--- src/rtl/sysreg_access_ctrl.sv ---
// rtl/sysreg_access_ctrl.sv - MTS/MFS system-register move sequencer with bus timeout
module sysreg_access_ctrl #(
  parameter int XLEN    = 32,
  parameter int TIMEOUT = 16
) (
  input  logic            clk,
  input  logic            rst,
  input  logic            in_valid,
  output logic            in_ready,
  input  logic [31:0]     in_insn,
  input  logic [1:0]      cur_pl,
  output logic            gpr_ren,
  output logic [4:0]      gpr_raddr,
  input  logic [XLEN-1:0] gpr_rdata,
  output logic            sr_req,
  output logic            sr_we,
  output logic [9:0]      sr_id,
  output logic [XLEN-1:0] sr_wdata,
  input  logic            sr_ack,
  input  logic            sr_err,
  input  logic [XLEN-1:0] sr_rdata,
  output logic            wb_valid,
  output logic [4:0]      wb_rd,
  output logic [XLEN-1:0] wb_data,
  output logic            done_valid,
  output logic            fault,
  output logic [1:0]      fault_code,
  output logic            busy
);

  localparam int CW = (TIMEOUT > 1) ? $clog2(TIMEOUT) : 1;

  typedef enum logic [2:0] {S_IDLE, S_GPR, S_BUS, S_WB, S_DONE} state_t;

  state_t          state, state_nx;
  logic            is_mts;
  logic [4:0]      rd_q;
  logic [9:0]      sr_id_q;
  logic [XLEN-1:0] wdata_q;
  logic [XLEN-1:0] rdata_q;
  logic [CW-1:0]   cnt;
  logic            fault_q;
  logic [1:0]      code_q;

  logic dec_mts, dec_mfs, dec_legal, dec_priv_ok, bus_first, cnt_last;

  // sr_id privilege field sr_id[6:5] sits at in_insn[14:13]
  assign dec_mts     = (in_insn[31:23] == 9'd0) && (in_insn[7:0] == 8'h0D);
  assign dec_mfs     = (in_insn[31:23] == 9'd0) && (in_insn[7:0] == 8'h0C);
  assign dec_legal   = dec_mts || dec_mfs;
  assign dec_priv_ok = (cur_pl >= in_insn[14:13]);
  assign bus_first   = (state == S_BUS) && (cnt == '0);
  assign cnt_last    = (cnt == CW'(TIMEOUT - 1));
  assign busy        = (state != S_IDLE);

  always_ff @(posedge clk) begin
    if (rst) state <= S_IDLE;
    else     state <= state_nx;
  end

  always_comb begin
    state_nx   = state;
    in_ready   = 1'b0;
    gpr_ren    = 1'b0;
    gpr_raddr  = '0;
    sr_req     = 1'b0;
    sr_we      = 1'b0;
    sr_id      = '0;
    sr_wdata   = '0;
    wb_valid   = 1'b0;
    wb_rd      = '0;
    wb_data    = '0;
    done_valid = 1'b0;
    fault      = 1'b0;
    fault_code = '0;
    case (state)
      S_IDLE: begin
        in_ready = 1'b1;
        if (in_valid) begin
          if (!dec_legal || !dec_priv_ok) state_nx = S_DONE;
          else if (dec_mts)               state_nx = S_GPR;
          else                            state_nx = S_BUS;
        end
      end
      S_GPR: begin
        gpr_ren   = 1'b1;
        gpr_raddr = rd_q;
        state_nx  = S_BUS;
      end
      S_BUS: begin
        sr_req = 1'b1;
        sr_we  = is_mts;
        sr_id  = sr_id_q;
        // GPR data lands the first BUS cycle; pass it through until it is registered
        if (is_mts) sr_wdata = bus_first ? gpr_rdata : wdata_q;
        if (sr_err)                 state_nx = S_DONE;
        else if (sr_ack && !is_mts) state_nx = S_WB;
        else if (sr_ack || cnt_last) state_nx = S_DONE;
      end
      S_WB: begin
        wb_valid = 1'b1;
        wb_rd    = rd_q;
        wb_data  = rdata_q;
        state_nx = S_DONE;
      end
      S_DONE: begin
        done_valid = 1'b1;
        fault      = fault_q;
        fault_code = code_q;
        state_nx   = S_IDLE;
      end
      default: state_nx = S_IDLE;
    endcase
  end

  always_ff @(posedge clk) begin
    if (rst) begin
      is_mts  <= 1'b0;
      rd_q    <= '0;
      sr_id_q <= '0;
      wdata_q <= '0;
      rdata_q <= '0;
      cnt     <= '0;
      fault_q <= 1'b0;
      code_q  <= '0;
    end else begin
      case (state)
        S_IDLE: begin
          if (in_valid) begin
            is_mts  <= dec_mts;
            rd_q    <= in_insn[22:18];
            sr_id_q <= in_insn[17:8];
            cnt     <= '0;
            fault_q <= !(dec_legal && dec_priv_ok);
            code_q  <= dec_legal ? 2'd1 : 2'd0;
          end
        end
        S_BUS: begin
          if (bus_first && is_mts) wdata_q <= gpr_rdata;
          if (sr_err) begin
            fault_q <= 1'b1;
            code_q  <= 2'd2;
          end else if (sr_ack) begin
            if (!is_mts) rdata_q <= sr_rdata;
          end else if (cnt_last) begin
            fault_q <= 1'b1;
            code_q  <= 2'd3;
          end else begin
            cnt <= cnt + CW'(1);
          end
        end
        default: ;
      endcase
    end
  end

endmodule

--- config.mk ---
export PLATFORM = sky130hd
export DESIGN_NAME = sysreg_access_ctrl
export DESIGN_NICKNAME = d
export VERILOG_FILES = /design/src/rtl/sysreg_access_ctrl.sv
export SDC_FILE = /design/constraint.sdc
export NUM_CORES = 1
export LEC_CHECK = 0
export CORE_MARGIN = 5
export CORE_UTILIZATION = 37
export CTS_CLUSTER_DIAMETER = 60
export DETAILED_ROUTE_END_ITERATION = 10
export PLACE_DENSITY = 0.77
export RECOVER_POWER = 25
export SLEW_MARGIN = 20
export SYNTH_ARGS = -nofsm -noshare
export SYNTH_HDL_FRONTEND = slang
export SYNTH_SLANG_ARGS = --single-unit
export TNS_END_PERCENT = 10
--- constraint.sdc ---
create_clock -name clk -period 1.65 [get_ports clk]
set_input_delay 0.2475 -clock clk [delete_from_list [all_inputs] [get_ports clk]]
set_output_delay 0.2475 -clock clk [all_outputs]
set_load 0.02 [all_outputs]
==> results of run 1 <==
==> final timing paths <==
check / start / endpoint / slack, ns / cells past startpoint
setup / recovery: cnt[1] / sr_wdata[26] / -0.44 / 7
hold / removal: rst / rd_q[1] / 0.29 / 2
setup reg to reg: cnt[1] / wdata_q[10] / -0.15 / 10
hold reg to reg: sr_id_q[3] / sr_id_q[3] / 0.45 / 2
==> state kept, by name, summed over array words and instances, names as in the netlist <==
register and flops:
cnt 4, code_q 2, fault_q 1, is_mts 1, rd_q 5, rdata_q 32
sr_id_q 10, state 3, wdata_q 32
==> logic make-up after synthesis <==
group,Yosys count,synth area share
compound gates,128,0.191
xor+xnor,2,0.00428
fa+ha+maj,4,0.0122
buf+inv,47,0.0532
flops,90,0.440
simple gates,258,0.298
==> routing by layer <==
| metal | vias to the layer above | global-route usage | wire length (um) |
|---|---|---|---|
| met4 | 0 | 0.0689 | 172 |
| met5 | - | 0 | 0 |
| met2 | 147 | 0.329 | 6870 |
| met1 | 2141 | 0.237 | 5630 |
| met3 | 14 | 0.0468 | 1020 |
| li1 | 2218 | - | - |
==> worst max-delay path: stages, from the launching register on <==
cell,delay [ns]
dfxtp_2,0.33
inv_2,0.07
ha_4,0.13
nor3b_4,0.18
and3_4,0.32
clkbuf_16,0.18
a22o_1,0.15
buf_6,0.12
==> layout make-up <==
type	count	area share
clock buffers	10	0.0181
well taps	140	0.0249
clock inverters	4	0.00640
flip-flops and latches	90	0.257
repair buffers	256	0.364
multi-input cells	392	0.326
inverters	7	0.00409
==> synthesized netlist by cell type, drive strengths merged <==
library cell / number
nor3b: 3
xor2: 2
nand2b: 2
inv: 7
o21ai: 3
and2: 56
ha: 4
nand4: 1
nor4b: 4
buf: 18
a2bb2oi: 1
clkbuf: 22
nor2: 5
or3: 3
and4b: 1
a211o: 1
nand3: 4
a31oi: 2
nor2b: 1
or4: 1
dfxtp: 90
a22o: 32
nor3: 7
nand2: 163
a21oi: 84
and3: 5
nor4: 2
a211oi: 5
==> cells in the final DEF, fill, tap and decap left out, drive strengths merged, types with 5 or more instances in the layout <==
cell type / n
nand2: 163
buf: 141
clkdlybuf4s50: 101
dfxtp: 90
a21oi: 84
and2: 56
a22o: 32
clkbuf: 13
clkdlybuf4s15: 8
nor3: 7
inv: 7
and3: 5
a211oi: 5
nor2: 5
==> report_power, final <==
part | leakage, nW | switching (mW) | internal [mW] | total [mW]
combinational | 1.95 | 0.173 | 0.292 | 0.466
sequential | 0.730 | 0.0147 | 2.19 | 2.21
clock | 0.0918 | 0.735 | 0.677 | 1.41
total | 2.77 | 0.923 | 3.16 | 4.09
==> timing repair <==
action / in CTS / in global routing
gates cloned: 1 / 2
gates resized for setup: 518 / 37
endpoints found under the setup margin: 115 / 134
buffers inserted: 0 / 5
pin swaps: 16 / 10
==> results.txt, run 1 <==
grt total ovfl: 0
Die H: 115 um
Tcrit/Tclk final: 1.26
YS warnings: 0
total track usage: 0.193
worst-skew pair later-pin latency: 0.35 ns
post-synth top area cell: dfxtp_1
CTS tree: done
leak pwr: 2.77 nW
pwr/cell area: 580 nW/um^2
Mapped Avg Cell Area: 7.73 um^2
drt drc: 0
TNS Setup: -24.06 ns
critical path type: flip-flop to output port
Max VDD drop: 0.314 mV
Seq. cell area: 1810 um^2
Reg clk slew, reported paths: 0.08 ns
Util after Layout: 0.649
WHS: 0.294 ns
total CTS buffers: 9
Synthesized Nets: 636
GPL Wtd Cong: 0.862
CP arrival: 1.84 ns
hold_buf cts: 0
f_max: 479 MHz
wire per inst: 15.2 um
Non-Filler Instances: 899
# IOs: 197
Final ANT Viol Nets: 0
Sink Count: 90
Area contributors post-synth: dfxtp_1 44%, nand2_1 15%, a21oi_1 10%
Fin. Hold Viols: 0
Setup WS pre-CTS: -0.630 ns
routed vias/inst: 5.03
startpoint class of the critical path: flip-flop
DR iter-0 viols: 209
Layout area overhead: 72.1%
setup skew after layout: 0.00698 ns
Mapped Area: 4090 um^2
Rows: 38
Critical Path Fanout Max: 5
routed vias: 4,520
placed insts: 877
Final setup viols: 108
root buf cell: clkbuf_8
clk buf depth: 2
Buffers on Ports: 196
core area: 10,800 um^2
Antenna Cells: 0
max cap viols: 0
hold crit path type: primary input to flip-flop
violated checks: negative setup slack
pins over their slew limit: 0
global-route wire length before repair: 20.9 mm
worst slew pin tran: 0.428 ns
final total power: 4.09 mW
Initial Utilization: 0.377
synthesized instance count: 529
multi-input logic area: 2290 um^2
share of Yosys cell area claimed by the top area cell type: 0.440
Post-Route WL: 13.7 mm
final instance area: 7040 um^2
DRT Pass-1 Iters: 5
vias in the first global route: 4,457
Slew headroom: 0.715
initial antenna violation count: 0
Seq/Total Area, Yosys: 0.440
largest net degree at the start of global routing: 39
die width: 115 um
NumNets Final: 863
post-route minimum period: 2.09 ns
RSZ-0062 raised after global routing: yes
CP Capture Type: output port
Layout fillers: 914
Post-DP Area: 6570 um^2
DP HPWL: 9.48 mm
post-synth cell types: 34
Worst Slack Setup Final: -0.437 ns
Critical Path RT: 1.40 ns
proportion of layout cells with a drive suffix above 1: 0.289
status: complete, but fails checks
Max H-tree Level: 3
die area: 13,300 um^2
#FFs+latches synth: 90
(Power assumes the default switching activity.)
==> run 2, diff against run 1 <==
--- a/config.mk
+++ b/config.mk
@@ -5,9 +5,10 @@
 export SDC_FILE = /design/constraint.sdc
 export NUM_CORES = 1
 export LEC_CHECK = 0
+export CORE_ASPECT_RATIO = 0.9
 export CORE_MARGIN = 5
 export CORE_UTILIZATION = 37
-export CTS_CLUSTER_DIAMETER = 60
+export CTS_CLUSTER_DIAMETER = 30
 export DETAILED_ROUTE_END_ITERATION = 10
 export PLACE_DENSITY = 0.77
 export RECOVER_POWER = 25
==> run 2 against run 1 <==
The run still ends with negative setup slack left. Combinational power shrank 2%. Clock power grew 65%. Wire length grew 0.67%. Non-clock buffer count shrank 4. Flip-flop and latch count is the same. Die area is essentially flat. Register-to-register slack gained 0.08 ns. Sequential share of layout area shrank 0.23 points. Clock skew shrank 0.0018 ns. Count of clock-buffer cells in the layout shrank 1. Critical endpoint is now sr_wdata[19]. Largest cell class unchanged.
==> results.txt, run 2 (same netlist as run 1, synthesis figures left out) <==
status: complete, but fails checks
violated checks: negative setup slack
Layout fillers: 898 (-1.8%)
final instance area: 7100 um^2 (+0.91%)
routed vias/inst: 5.03 (+0.14%)
Post-Route WL: 13.8 mm (+0.67%)
top flop regs: rdata_q x32, wdata_q x32, sr_id_q x10
Rows: 36 (-5.3%)
drt drc: 0 (unchanged)
multi-input logic area: 2230 um^2 (-2.8%)
Hold Path Depth: 2 (unchanged)
Final setup viols: 88 (-19%)
Util after Layout: 0.657 (+0.00771)
CP arrival: 1.85 ns (about the same)
CP Capture Type: output port
Initial Utilization: 0.378 (+0.00105)
Critical-path top delay cell: dfxtp_2
Seq pwr share: 0.442 (-0.098)
setup skew after layout: 0.00521 ns (-0.00176 ns)
WHS: 0.381 ns (+0.0873 ns)
Post-DP Area: 6560 um^2 (-0.21%)
final total power: 5.01 mW (+23%)
CTS tree: done
critical path type: flip-flop to output port
Critical Path Stages: 7 (unchanged)
Tcrit/Tclk final: 1.27 (+0.00478)
hold crit path type: primary input to flip-flop
R2R Path End: state[0]
most frequent cells in the layout: 162 x nand2_1, 101 x clkdlybuf4s50_1, 85 x dfxtp_1, 83 x a21oi_1, 68 x buf_4
Max H-tree Level: 3 (unchanged)
worst slew pin tran: 0.556 ns (+0.128 ns)
initial antenna violation count: 0 (unchanged)
global-route wire length before repair: 21.2 mm (+1.3%)
Max VDD drop: 0.523 mV (+67%)
die width: 121 um (+4.9%)
Die H: 110 um (-4.7%)
NumNets Final: 859 (-0.46%)
clock power share: 0.466 (+0.121)
Non-Filler Instances: 890 (-1.0%)
Largest stage delay, worst path: 0.33 ns (about the same)
post-route minimum period: 2.09 ns (+0.00788 ns)
switching part of the total: 0.208 (-0.0179)
leak pwr: 2.85 nW (+2.8%)
pwr/cell area: 705 nW/um^2 (+21%)
f_max: 477 MHz (-0.38%)
startpoint class of the critical path: flip-flop
root buf cell: clkbuf_16
DRT Pass-1 Iters: 4 (-1)
worst r2r src: state[0]
clk buf depth: 2 (unchanged)
hold_buf cts: 0 (unchanged)
most common library cell in the layout ignoring fill and taps: nand2_1
wire per inst: 15.5 um (+1.7%)
worst-skew pair later-pin latency: 0.34 ns (about the same)
CP Cell Sequence: inv_2, ha_4, nor3b_4, and3_4, buf_12, a22o_1, buf_6
critical hold path startpoint: rst
Seq. cell area: 1810 um^2 (unchanged)
DP HPWL: 9.58 mm (+1.1%)
proportion of layout cells with a drive suffix above 1: 0.275 (-0.0138)
Slew headroom: 0.629 (-0.0856)
grt total ovfl: 0 (unchanged)
Final ANT Viol Nets: 0 (unchanged)
core area: 10,800 um^2 (-0.28%)
# IOs: 197 (unchanged)
die area: 13,300 um^2 (about the same)
switching power: 1.04 mW (+13%)
total CTS buffers: 9 (unchanged)
RSZ-0062 raised after global routing: yes
Antenna Cells: 0 (unchanged)
R2R depth: 7 (-3)
max cap viols: 0 (unchanged)
Critical Path Fanout Max: 14 (+9)
Int Power: 3.96 mW (+25%)
Sink Count: 90 (unchanged)
worst setup path start: cnt[1]
Reg clk slew, reported paths: 0.06 ns (-0.02 ns)
largest net degree at the start of global routing: 52 (+33%)
total track usage: 0.198 (+0.00515)
placed insts: 866 (-1.3%)
Buffers on Ports: 196 (unchanged)
WHS Endpoint: cnt[0]
routed vias: 4,481 (-0.86%)
Fin. Hold Viols: 0 (unchanged)
GPL Wtd Cong: 0.834 (-3.2%)
R2R Setup Slk: -0.07 ns (+0.08 ns)
pins over their slew limit: 0 (unchanged)
DR iter-0 viols: 259 (+24%)
vias in the first global route: 4,384 (-1.6%)
Critical Path RT: 1.40 ns (about the same)
Worst Slack Setup Final: -0.445 ns (-0.00788 ns)
Layout area overhead: 73.6%
Crit path max-delay family: simple AND/OR/NAND/NOR gates
Worst Path Buf+Inv: 3 (unchanged)
Gate power share: 0.092 (-0.022)
run 2: cell count changes in the layout (fill, tap and decap cells not counted), sizes merged:
| cell | before | now |
|---|---|---|
| clkinv | 3 | 2 |
| inv | 7 | 8 |
| buf | 141 | 147 |
| bufinv | 1 | 3 |
| dlygate4sd2 | 3 | 0 |
| clkbuf | 13 | 11 |
| clkdlybuf4s15 | 8 | 2 |
| clkinvlp | 0 | 1 |
run 2: worst max path at each step:
stage	endpoint	slack, ns
after floorplan	sr_wdata[0]	-0.10
final	sr_wdata[19]	-0.44
after detailed placement	sr_wdata[19]	-0.61
after global placement	sr_wdata[6]	-0.55
after CTS	sr_wdata[3]	-0.52
after global routing	sr_wdata[19]	-0.53
run 2: cell type report:
| class | count | share of cell area |
|---|---|---|
| Multi-Input combinational cell | 392 | 0.314 |
| Clock buffer | 9 | 0.0317 |
| Inverter | 7 | 0.00476 |
| Tap cell | 133 | 0.0234 |
| Sequential cell | 90 | 0.255 |
| Clock inverter | 7 | 0.0164 |
| Timing Repair Buffer | 252 | 0.355 |
run 2: worst reg2reg max path: stages, from the launching register on:
cell      delay, ns
dfxtp_2        0.34
buf_6          0.14
or3_4          0.40
inv_2          0.08
buf_4          0.12
nand2_1        0.05
or3_4          0.33
a211oi_2       0.19
run 2: routing by layer:
| layer | routed length, um | vias to the layer above | track usage | share of wire |
|---|---|---|---|---|
| met3 | 1000 | 19 | 0.0664 | 0.073 |
| met2 | 6880 | 169 | 0.351 | 0.50 |
| li1 | - | 2219 | - | - |
| met5 | 0 | - | 0 | 0 |
| met4 | 225 | 0 | 0.0445 | 0.016 |
| met1 | 5670 | 2074 | 0.233 | 0.41 |
run 2: per-stage QoR:
step	TNS [ns]	worst slack [ns]
floorplan	-2.40	-0.100
global placement	-39.24	-0.551
detailed placement	-43.29	-0.615
CTS	-27.86	-0.516
global route	-29.37	-0.532
finish	-21.52	-0.445
run 2: repair_timing:
| item | 4_1_cts | 5_1_grt |
|---|---|---|
| buffers inserted | 2 | 5 |
| pin swaps | 10 | 22 |
| gates resized for setup | 506 | 56 |
| endpoints found under the setup margin | 96 | 115 |
| gates cloned | 2 | 2 |
run 2: power by group through the flow:
stage          clock [mW]  combinational (mW)  sequential [mW]
2_1_floorplan           0               0.111             2.25
3_3_place_gp            0               0.443             2.26
3_5_place_dp            0               0.451             2.26
4_1_cts              2.39               0.454             2.21
5_1_grt              2.48               0.493             2.21
6_report             2.33               0.459             2.21
==> run 3, diff against run 2 <==
--- a/config.mk
+++ b/config.mk
@@ -12,6 +12,8 @@
 export DETAILED_ROUTE_END_ITERATION = 10
 export PLACE_DENSITY = 0.77
 export RECOVER_POWER = 25
+export REMOVE_ABC_BUFFERS = 1
+export SETUP_SLACK_MARGIN = 0.15
 export SLEW_MARGIN = 20
 export SYNTH_ARGS = -nofsm -noshare
 export SYNTH_HDL_FRONTEND = slang
==> run 3 against run 2 <==
Die area did not move. Critical path depth unchanged. Count of clock-buffer cells in the layout stayed put. Core utilization up 0.25 points. The flow still finishes with violations (negative setup slack). Total power shrank 6.1%. Clock skew rose by 0.0053 ns. Cell count up 1.2%. Design area increased by 0.39%. Combinational power increased by 4%. Sequential share of layout area is 0.13 points lower.
==> results.txt, run 3 (same netlist as run 1, synthesis figures left out) <==
Fin. Hold Viols: 0 (unchanged)
Max H-tree Level: 3 (unchanged)
Crit path max-delay family: simple AND/OR/NAND/NOR gates
Final ANT Viol Nets: 0 (unchanged)
Hold Path Depth: 3 (+1)
Max VDD drop: 0.407 mV (-22%)
most frequent cells in the layout: 162 x nand2_1, 99 x clkdlybuf4s50_1, 85 x dfxtp_1, 83 x a21oi_1, 78 x buf_4
DP HPWL: 9.66 mm (+0.80%)
Layout area overhead: 74.3%
Die H: 110 um (unchanged)
CP arrival: 1.89 ns (+0.04 ns)
top flop regs: rdata_q x32, wdata_q x32, sr_id_q x10
drt drc: 0 (unchanged)
global-route wire length before repair: 22.1 mm (+4.3%)
violated checks: negative setup slack
total CTS buffers: 9 (unchanged)
worst setup path start: state[2]
CP Cell Sequence: nor3b_4, and2_1, nor2b_4, buf_6, clkbuf_16, a22o_1, buf_6
Worst Slack Setup Final: -0.490 ns (-0.0453 ns)
most common library cell in the layout ignoring fill and taps: nand2_1
pwr/cell area: 659 nW/um^2 (-6.4%)
DR top layer: met4
root buf cell: clkbuf_16
R2R Path End: wdata_q[13]
post-route minimum period: 2.14 ns (+0.0453 ns)
proportion of layout cells with a drive suffix above 1: 0.285 (+0.0104)
Sink Count: 90 (unchanged)
Slew headroom: 0.746 (+0.117)
hold crit path type: primary input to flip-flop
total track usage: 0.205 (+0.00682)
die area: 13,300 um^2 (unchanged)
Setup WS pre-CTS: -0.563 ns (+0.0517 ns)
wire per inst: 15.9 um (+2.4%)
startpoint class of the critical path: flip-flop
TNS Setup: -23.92 ns (-2.41 ns)
f_max: 467 MHz (-2.1%)
# IOs: 197 (unchanged)
Tcrit/Tclk final: 1.30 (+0.0275)
status: complete, but fails checks
CP dominant cell by count: buf_6
critical hold path startpoint: rst
grt total ovfl: 0 (unchanged)
Critical-path top delay cell: dfxtp_2
Critical Path RT: 1.40 ns (about the same)
Worst Path Buf+Inv: 3 (unchanged)
Util after Layout: 0.660 (+0.00255)
initial antenna violation count: 0 (unchanged)
RSZ-0062 raised after global routing: yes
DRT Pass-1 Iters: 5 (+1)
largest net degree at the start of global routing: 88 (+69%)
clk buf depth: 2 (unchanged)
Non-Filler Instances: 901 (+1.2%)
Rows: 36 (unchanged)
placed insts: 873 (+0.81%)
CTS tree: done
Reg clk slew, reported paths: 0.07 ns (about the same)
GPL Wtd Cong: 0.820 (-1.7%)
Post-Route WL: 14.3 mm (+3.7%)
met2 wire length: 7.04 mm (+2.3%)
Buffers on Ports: 196 (unchanged)
R2R Setup Slk: -0.11 ns (-0.04 ns)
routed vias: 4,611 (+2.9%)
CP Capture Type: output port
Layout fillers: 894 (-0.45%)
DR iter-0 viols: 337 (+30%)
Initial Utilization: 0.378 (unchanged)
worst-skew pair later-pin latency: 0.34 ns (about the same)
die width: 121 um (unchanged)
WHS Endpoint: state[0]
routed vias/inst: 5.12 (+1.6%)
core area: 10,800 um^2 (unchanged)
Critical Path Fanout Max: 8 (-6)
NumNets Final: 870 (+1.3%)
critical path type: flip-flop to output port
setup skew after layout: 0.0105 ns (+0.00532 ns)
leak pwr: 2.87 nW (+0.77%)
Final setup viols: 109 (+24%)
Antenna Cells: 0 (unchanged)
met1 wire length: 5.89 mm (+3.9%)
vias in the first global route: 4,416 (+0.73%)
pins over their slew limit: 0 (unchanged)
R2R depth: 8 (+1)
Largest stage delay, worst path: 0.34 ns (about the same)
met3 WL: 1.19 mm (+19%)
max cap viols: 0 (unchanged)
worst slew pin tran: 0.381 ns (-0.176 ns)
worst r2r src: cnt[0]
-- run 3: cell types whose count changed in the layout (fill, tap and decap cells not counted), moves of 3 or more --
cell / delta
a22o_1: +4
a22o_4: -4
buf_4: +10
bufinv_16: -3
inv_8: +3
-- run 3: timing repair --
| action | 4_1_cts | 5_1_grt |
|---|---|---|
| resized for setup | 544 | 33 |
| setup buffers | 7 | 1 |
| gates cloned | 2 | 2 |
| pin swaps | 16 | 11 |
| hold buffers | 0 | 0 |
| endpoints found under the setup margin | 177 | 184 |
-- run 3: cell type report --
type,instances,area (um^2),share of cell area
Tap cell,133,166,0.0233
Multi-Input combinational cell,392,2190,0.308
Inverter,7,33.8,0.00474
Timing Repair Buffer,263,2640,0.370
Clock inverter,7,67.6,0.00947
Clock buffer,9,225,0.0316
Sequential cell,90,1810,0.254
-- run 3: where the power goes --
group / switching (mW) / internal (mW)
sequential: 0.0144 / 2.20
clock: 0.949 / 1.06
combinational: 0.175 / 0.303
-- run 3: worst register-to-register path: stages, from the launching register on --
cell,delay (ns)
dfxtp_2,0.33
inv_2,0.06
ha_2,0.15
nor3b_4,0.19
and3_2,0.29
clkbuf_16,0.21
buf_6,0.21
nand2_1,0.08
a21oi_1,0.16
-- run 3: per-layer routing --
layer	vias up	track usage
met1	2163	0.256
met2	192	0.349
met4	0	0.0518
li1	2240	-
met5	-	0
met3	16	0.0602
-- run 3: how the worst max path moves through the flow --
stage,to,cells past startpoint
floorplan,sr_wdata[0],4
global placement,sr_wdata[14],7
detailed placement,sr_wdata[26],8
CTS,sr_wdata[26],9
global route,sr_wdata[24],7
finish,sr_wdata[2],7
-- run 3: stage by stage --
step	power [mW]	instance area [um^2]	hold WS, ns
5_1_grt	4.88	7130	0.315
3_3_place_gp	2.72	6540	0.437
4_1_cts	4.72	6980	0.305
3_5_place_dp	2.73	6540	0.442
2_1_floorplan	2.33	3900	0.317
6_report	4.70	7130	0.322
